===== config.mk =====
export PLATFORM = sky130hd
export DESIGN_NAME = pipeline_scoreboard
export DESIGN_NICKNAME = d
export VERILOG_FILES = /design/src/rtl/pipeline_scoreboard.sv
export SDC_FILE = /design/constraint.sdc
export NUM_CORES = 1
export LEC_CHECK = 0
export BUFFER_PORTS_ARGS = -buffer_cell sky130_fd_sc_hd__buf_2
export CORE_MARGIN = 4
export CORE_UTILIZATION = 30
export DETAILED_ROUTE_END_ITERATION = 12
export GPL_ROUTABILITY_DRIVEN = 0
export GPL_TIMING_DRIVEN = 0
export SLEW_MARGIN = 15
export SYNTH_ARGS = -nofsm -noshare
export SYNTH_HDL_FRONTEND = slang
export SYNTH_SLANG_ARGS = --single-unit

===== constraint.sdc =====
create_clock -name clk -period 3.2 [get_ports clk]
set_input_delay 0.16 -clock clk [delete_from_list [all_inputs] [get_ports clk]]
set_output_delay 0.16 -clock clk [all_outputs]
set_load 0.01 [all_outputs]

===== src/rtl/pipeline_scoreboard.sv =====
// pipeline_scoreboard: variable-latency register scoreboard for the issue stage.
// Schedules the single RF write port via a shifting writeback-slot array and kills young writes on flush.
module pipeline_scoreboard #(
    parameter int NREGS = 32,
    parameter int MAX_LAT = 8,
    parameter int FLUSH_AGE = 2,
    parameter bit BYPASS_WB = 1,
    localparam int AW = $clog2(NREGS),
    localparam int LW = $clog2(MAX_LAT + 1)
) (
    input  logic          clk,
    input  logic          rst,
    input  logic          issue_valid,
    input  logic [AW-1:0] issue_rs1,
    input  logic [AW-1:0] issue_rs2,
    input  logic          issue_rs1_used,
    input  logic          issue_rs2_used,
    input  logic [AW-1:0] issue_rd,
    input  logic          issue_we,
    input  logic [LW-1:0] issue_lat,
    input  logic          flush,
    output logic          stall,
    output logic          wb_valid,
    output logic [AW-1:0] wb_rd,
    output logic [LW-1:0] inflight,
    output logic          empty
);
    localparam int AGW = FLUSH_AGE > 0 ? $clog2(FLUSH_AGE + 1) : 1;
    localparam logic [LW-1:0] ML = LW'(MAX_LAT);
    localparam logic [AGW-1:0] FA = AGW'(FLUSH_AGE);

    logic [MAX_LAT:1] sv, upv, upl, kill;
    logic [AW-1:0] srd [1:MAX_LAT];
    logic [AW-1:0] uprd [1:MAX_LAT];
    logic [AGW-1:0] sage [1:MAX_LAT];
    logic [AGW-1:0] upage [1:MAX_LAT];
    logic [NREGS-1:0] pend, set, clr;
    logic [LW-1:0] lc;
    logic track, raw1, raw2, waw, conflict, accept;

    // up* is what each slot would receive from the slot above it on the next shift
    genvar g;
    generate
        for (g = 1; g <= MAX_LAT; g++) begin : g_up
            if (g < MAX_LAT) begin : g_mid
                assign upv[g] = sv[g+1];
                assign upl[g] = sv[g+1] & ~kill[g+1];
                assign uprd[g] = srd[g+1];
                assign upage[g] = sage[g+1] == FA ? FA : sage[g+1] + 1'b1;
            end else begin : g_top
                assign upv[g] = 1'b0;
                assign upl[g] = 1'b0;
                assign uprd[g] = '0;
                assign upage[g] = '0;
            end
            assign kill[g] = flush & sv[g] & (sage[g] < FA);
        end
    endgenerate

    assign lc = issue_lat == '0 ? LW'(1) : (issue_lat > ML ? ML : issue_lat);
    assign track = issue_we & (issue_rd != '0);
    assign wb_valid = sv[1] & ~kill[1];
    assign wb_rd = wb_valid ? srd[1] : '0;
    assign raw1 = issue_rs1_used & (issue_rs1 != '0) & pend[issue_rs1]
                & ~(BYPASS_WB & wb_valid & (wb_rd == issue_rs1));
    assign raw2 = issue_rs2_used & (issue_rs2 != '0) & pend[issue_rs2]
                & ~(BYPASS_WB & wb_valid & (wb_rd == issue_rs2));
    assign waw = track & pend[issue_rd];
    // the slot above L shifts onto L at the edge, so it would collide with the new write
    assign conflict = track & upv[lc];
    assign stall = issue_valid & (raw1 | raw2 | waw | conflict);
    assign accept = issue_valid & ~stall & ~flush;
    assign inflight = LW'($countones(sv));
    assign empty = ~|sv;

    always_comb begin
        set = '0;
        clr = '0;
        if (accept && track) set[issue_rd] = 1'b1;
        for (int k = 1; k <= MAX_LAT; k++)
            if (sv[k] && (kill[k] || k == 1)) clr[srd[k]] = 1'b1;
    end

    always_ff @(posedge clk or negedge rst) begin
        if (!rst) begin
            sv <= '0;
            pend <= '0;
            for (int k = 1; k <= MAX_LAT; k++) begin
                srd[k] <= '0;
                sage[k] <= '0;
            end
        end else begin
            for (int k = 1; k <= MAX_LAT; k++) begin
                if (accept && track && lc == LW'(k)) begin
                    sv[k] <= 1'b1;
                    srd[k] <= issue_rd;
                    sage[k] <= '0;
                end else begin
                    sv[k] <= upl[k];
                    srd[k] <= uprd[k];
                    sage[k] <= upage[k];
                end
            end
            pend <= (pend & ~clr) | set;
        end
    end
endmodule


# ---- Yosys cells after proc, flatten, opt, wreduce, memory -nomap -nowiden
# Index checks and enable logic that the tools add are counted.
dict set report op_classes {
  muxes 67
  shifts 0
  n_div 0
  n_reduce_logical 31
  magnitude_cmp 29
  n_eq_ne 16
  add_sub_neg 13
  mul 0
  bitwise_logic 62
}
# cell n
set op_table {}
lappend op_table {{32-bit two-way mux} 9}
lappend op_table {{32-bit OR} 8}
lappend op_table {{5-bit by 6-bit less-than comparator with 1-bit output (second input constant)} 11}
lappend op_table {{1-bit demux with 5-bit select} 9}
lappend op_table {{5-bit by 1-bit >= comparator with 1-bit output (second input constant)} 9}
lappend op_table {{5-bit two-way mux} 9}
lappend op_table {{1-bit bitwise AND} 37}
lappend op_table {{32-bit bitwise AND} 1}
lappend op_table {{32-bit inverter} 1}
lappend op_table {{1-bit logical AND} 25}
lappend op_table {{2-bit two-way mux} 12}
lappend op_table {{1-bit two-way mux} 22}
lappend op_table {{4-bit by 3-bit equality test with 1-bit output (second input constant)} 4}
lappend op_table {{1-bit binary-select mux with 5-bit select} 3}
lappend op_table {{5-bit nonzero test} 3}
lappend op_table {{2-bit less-than comparator (second input constant)} 7}
lappend op_table {{2-bit by 1-bit adder with 2-bit output (second input constant)} 6}
lappend op_table {{2-bit equality test (second input constant)} 6}
lappend op_table {{1-bit inverter} 12}
lappend op_table {{5-bit equality test} 2}
lappend op_table {{1-bit by 1-bit adder with 2-bit output} 4}
lappend op_table {{4-bit by 2-bit equality test with 1-bit output (second input constant)} 2}
lappend op_table {{4-bit two-way mux} 2}
lappend op_table {{8-bit OR reduction} 1}
lappend op_table {{10 further kinds} 13}
dict set report word_totals {
  mem_bits_rw 0
  output_inout_bits 12
  latch_bits 0
  in_bits 26
  reg_bits 94
  n_memories 0
  word_cells 235
  mem_bits_ro 0
}

# ---- Longest topological paths before layout
dict set report logic_depth {
  word_depth 22
  ltp_mapped 10
  ltp_nobuf 9
}

# ---- Least setup slack after synthesis
# Ideal clock, no wire load.
dict set report synth_timing {
  kind {register to output}
  start {register sv[1] (netlist bit)}
  end {output port inflight[2]}
  t_arrival_ns 2.725
  path_buffers 0
  path_stages_with_launch 10
  path_slack_ns 0.315
  required_time_ns 3.040
  cell_sequence {dfrtp_1 > fa_1 > inv_1 > fa_1 > fa_1 > inv_1 > ha_1 > inv_1 > fa_1 > xnor2_1}
}
dict set report synth_between {
  elab_chain_len 3
}
# element line_no
set synth_lines {}
lappend synth_lines {{from (decl)} 32} ;# logic [MAX_LAT:1] sv, upv, upl, kill;
lappend synth_lines {{from (signal, indexed assignment)} 99} ;# sv[k] <= upl[k];
lappend synth_lines {{1-bit by 1-bit adder with 2-bit output (not written as such)} 73} ;# assign inflight = LW'($countones(sv));
lappend synth_lines {{2-bit by 2-bit adder with 3-bit output (not written as such)} 73}
lappend synth_lines {{3-bit by 3-bit adder with 4-bit output (not written as such)} 73}
lappend synth_lines {{to (decl)} 25} ;# output logic [LW-1:0] inflight,
# Every way passes these cells.

# ---- Worst setup path in the final report
# Ends and elaborated chain as after synthesis.

==> results.md <==
- Sw power: 0.853 mW
- PnR worst setup slack: -0.195 ns
- Pwr dens: 359 mW/mm^2
- Reg-to-Reg End: srd[22]$_DFF_PN0_
- Final setup vio count: 2
- Worst IR drop on VDD: 0.220 mV
- WL final: 25,100 um
- YS warnings: 0
- Comb power frac: 16.8%
- Post-synth EDFFs: 0
- Post-synthesis register bit count: 92
- Core area: 0.0228 mm^2
- Reg clk slew, reported paths: 0.07 ns
- Area fraction of the dominant cell type after synthesis: 33.0%
- Power share of the sequential group: 46.3%
- Violated checks: setup timing
- Critical path class: reg -> out
- WL/cell: 22.8 um
- Pin count of the biggest net entering global routing: 48
- Pins Over Slew Limit: 0
- Startpoint Class: register
- Synth top cells by count: 92 x dfrtp_1, 70 x o22ai_1, 44 x nor2_1
- CTS Sinks: 92
- MaxCap Viol Count: 0
- CP max stage cell: fa_1
- Critical Path AT: 3.23 ns
- Post-DP Area: 0.00754 mm^2
- Total grt overflow: 0
- Post-synth cell types: 66
- Main flop type after synthesis: dfrtp_1
- Slew Limit Headroom: 22.8%
- Mapped Avg Cell Area: 9.43 um^2
- Clk pwr share: 37.0%
- Placement Rows: 55
- Sw frac: 30.2%
- ANT cells: 0
- CP max FO: 2
- Internal power: 1.97 mW
- DR pass1 iterations: 6
- # fillers: 2,341
- Hold EP: sage[2]$_DFF_PN0_
- Status: complete, but fails checks
- Design area: 0.00786 mm^2
- Critical Path Max Stage Delay: 0.54 ns
- Die X: 161 um
- R2R Path Start: srd[38]$_DFF_PN0_
- Residual DRC count: 0
- Final HPWL DP: 19,300 um
- Unrepaired setup endpoints after global routing: yes
- Fmax: 295 MHz
- Longest Clk Path Bufs: 2
- Synth async-reset ratio: 100%
- Hold Path Origin: issue_lat[2]
- Port Buffers: 27
- Most frequent CP cell: fa_1
- Share of cells above drive strength 1: 17.3%
- Measured slew at the worst slew-check pin: 1.15 ns
- Top-count cell post-synth: dfrtp_1
- Initial antenna violation count: 0
- Period utilization: 106%
- CP Data Required Time: 3.04 ns
- Area of the mapped netlist: 0.00699 mm^2
- Die Y: 161 um
- DRT antenna net count: 0
- Area grow syn2layout: 12.5%
- GRT Overall Usage: 19.3%
- DIE AREA: 0.0258 mm^2
- Post-synthesis sequential area ratio: 33.0%
- Root Buffer: clkbuf_16
- Min Tclk post-route: 3.39 ns
- Reg2Reg Setup Slack: 0.14 ns
- Global-route wire length before repair: 38,800 um
- P_leak: 3.00 nW
- Vias in the first global route: 6,422
- Worst setup EP type: output pin
- Via density: 6.08
- Top cells by area, synth: dfrtp_1 33%, o22ai_1 6.3%, mux2_2 5.0%
- Num CTS Buffers: 9
- Post-Syn Nets: 779
- Worst Hold Class: in -> reg
- Nets@finish: 821
- FF-to-FF path depth: 9
- H-tree depth: 3
- IO Count: 38
- Worst Skew: 0.0121 ns
- DRT iter0 DRCs: 810
- TritonCTS clock tree: done
- Tot Pwr: 2.82 mW
- Initial Util: 30.7%
- Cell count after synthesis: 741
- Crit path cell chain: fa_1 -> inv_1 -> fa_1 -> fa_1 -> inv_1 -> ha_2 -> inv_2 -> fa_1 -> xnor2_1 -> buf_2
- Via count: 6,690
- Clk Latency, worst-skew pair: 0.36 ns
- Final Hold Vio Count: 0
- Leading area contributor after synthesis: dfrtp_1
- Worst Hold Depth: 2
[area by class of cell]
| cell class | count | area [um^2] | share of cell area, % |
|---|---|---|---|
| Timing Repair Buffer | 31 | 190 | 2.42 |
| Tap cell | 313 | 392 | 4.98 |
| Clock buffer | 9 | 225 | 2.87 |
| Multi-Input combinational cell | 566 | 4340 | 55.3 |
| Inverter | 30 | 113 | 1.43 |
| Sequential cell | 92 | 2300 | 29.3 |
| Buffer | 53 | 229 | 2.91 |
| Clock inverter | 7 | 60.1 | 0.764 |
[stage by stage]
stage / setup slack [ns] / util, % / TNS (ns) / hold WS, ns / cells
global placement: 0.0677 / 33.0 / 0 / 0.404 / 1081
CTS: -0.198 / 34.5 / -0.370 / 0.0306 / 1101
floorplan: 0.315 / - / 0 / -0.136 / 741
global route: -0.289 / 34.5 / -0.565 / 0.0485 / 1101
finish: -0.195 / 34.5 / -0.370 / 0.0310 / 1101
detailed placement: 0.0671 / 33.1 / 0 / 0.208 / 1082
[layer usage]
metal | share of wire, % | wire length [um] | GRT usage, %
met5 | 0 | 0 | 0
met4 | 4.2 | 1050 | 8.99
met3 | 9.8 | 2470 | 4.11
met2 | 45 | 11300 | 29.8
met1 | 41 | 10300 | 25.8
[power groups by stage]
| stage | registers (mW) | clock network (mW) | logic (mW) |
|---|---|---|---|
| 3_5_place_dp | 1.33 | 0 | 0.461 |
| 3_3_place_gp | 1.32 | 0 | 0.455 |
| 2_1_floorplan | 1.29 | 0 | 0.317 |
| 5_1_grt | 1.31 | 1.11 | 0.513 |
| 6_report | 1.31 | 1.04 | 0.474 |
| 4_1_cts | 1.30 | 1.06 | 0.468 |
[registers in the layout (all words and copies together) (netlist names)]
signal and count:
sage 12, sv 8, srd 40, pend 32
[worst max-delay path by stage]
| stage | depth (start not counted) | endpoint | from | slack (ns) |
|---|---|---|---|---|
| final | 10 | inflight[2] | sv[1]$_DFF_PN0_ | -0.19 |
| after global routing | 10 | inflight[2] | sv[1]$_DFF_PN0_ | -0.29 |
| after CTS | 10 | inflight[2] | sv[1]$_DFF_PN0_ | -0.20 |
| after detailed placement | 9 | srd[22]$_DFF_PN0_ | issue_rs1[2] | 0.07 |
| after global placement | 9 | srd[22]$_DFF_PN0_ | issue_rs1[2] | 0.07 |
| after floorplan | 9 | inflight[2] | sv[1]$_DFF_PN0_ | 0.32 |
[cells in the final DEF (no fill, tap or decap), drive strengths merged, types with 24 or more instances in the layout]
cell type,synthesis,layout
and2,24,24
buf,10,40
clkbuf,43,52
dfrtp,92,92
inv,30,33
mux2,37,37
nand2,41,41
nand3b,25,25
nor2,44,44
o21ai,37,37
o221ai,33,33
o22ai,70,70
or4,27,27
[worst max-delay path, delay by kind of cell (launching register included)]
kind	cells	cell delay (ns)
flops	1	0.44
buf+inv	4	0.30
xor+xnor	1	0.13
fa+ha+maj	5	2.01
[what timing repair did]
item | CTS | global route
endpoints found under the setup margin | 2 | 2
endpoints found under the hold margin | 46 | 0
buffers inserted | 2 | 0
resized for setup | 2 | 2
hold buffers | 1 | 0
gates cloned | 0 | 0
[cell families after synthesis]
group | count (synthesis) | share of synthesized area [%]
adder cells (fa/ha/maj) | 12 | 2.58
AND/OR/NAND/NOR | 289 | 25.2
buffers and inverters | 83 | 4.89
XOR/XNOR | 12 | 1.50
AO/OA/AOI/OAI | 182 | 17.9
multiplexers | 71 | 15.0
flip-flops | 92 | 33.0
No activity file was read; power rests on OpenSTA's default activity.
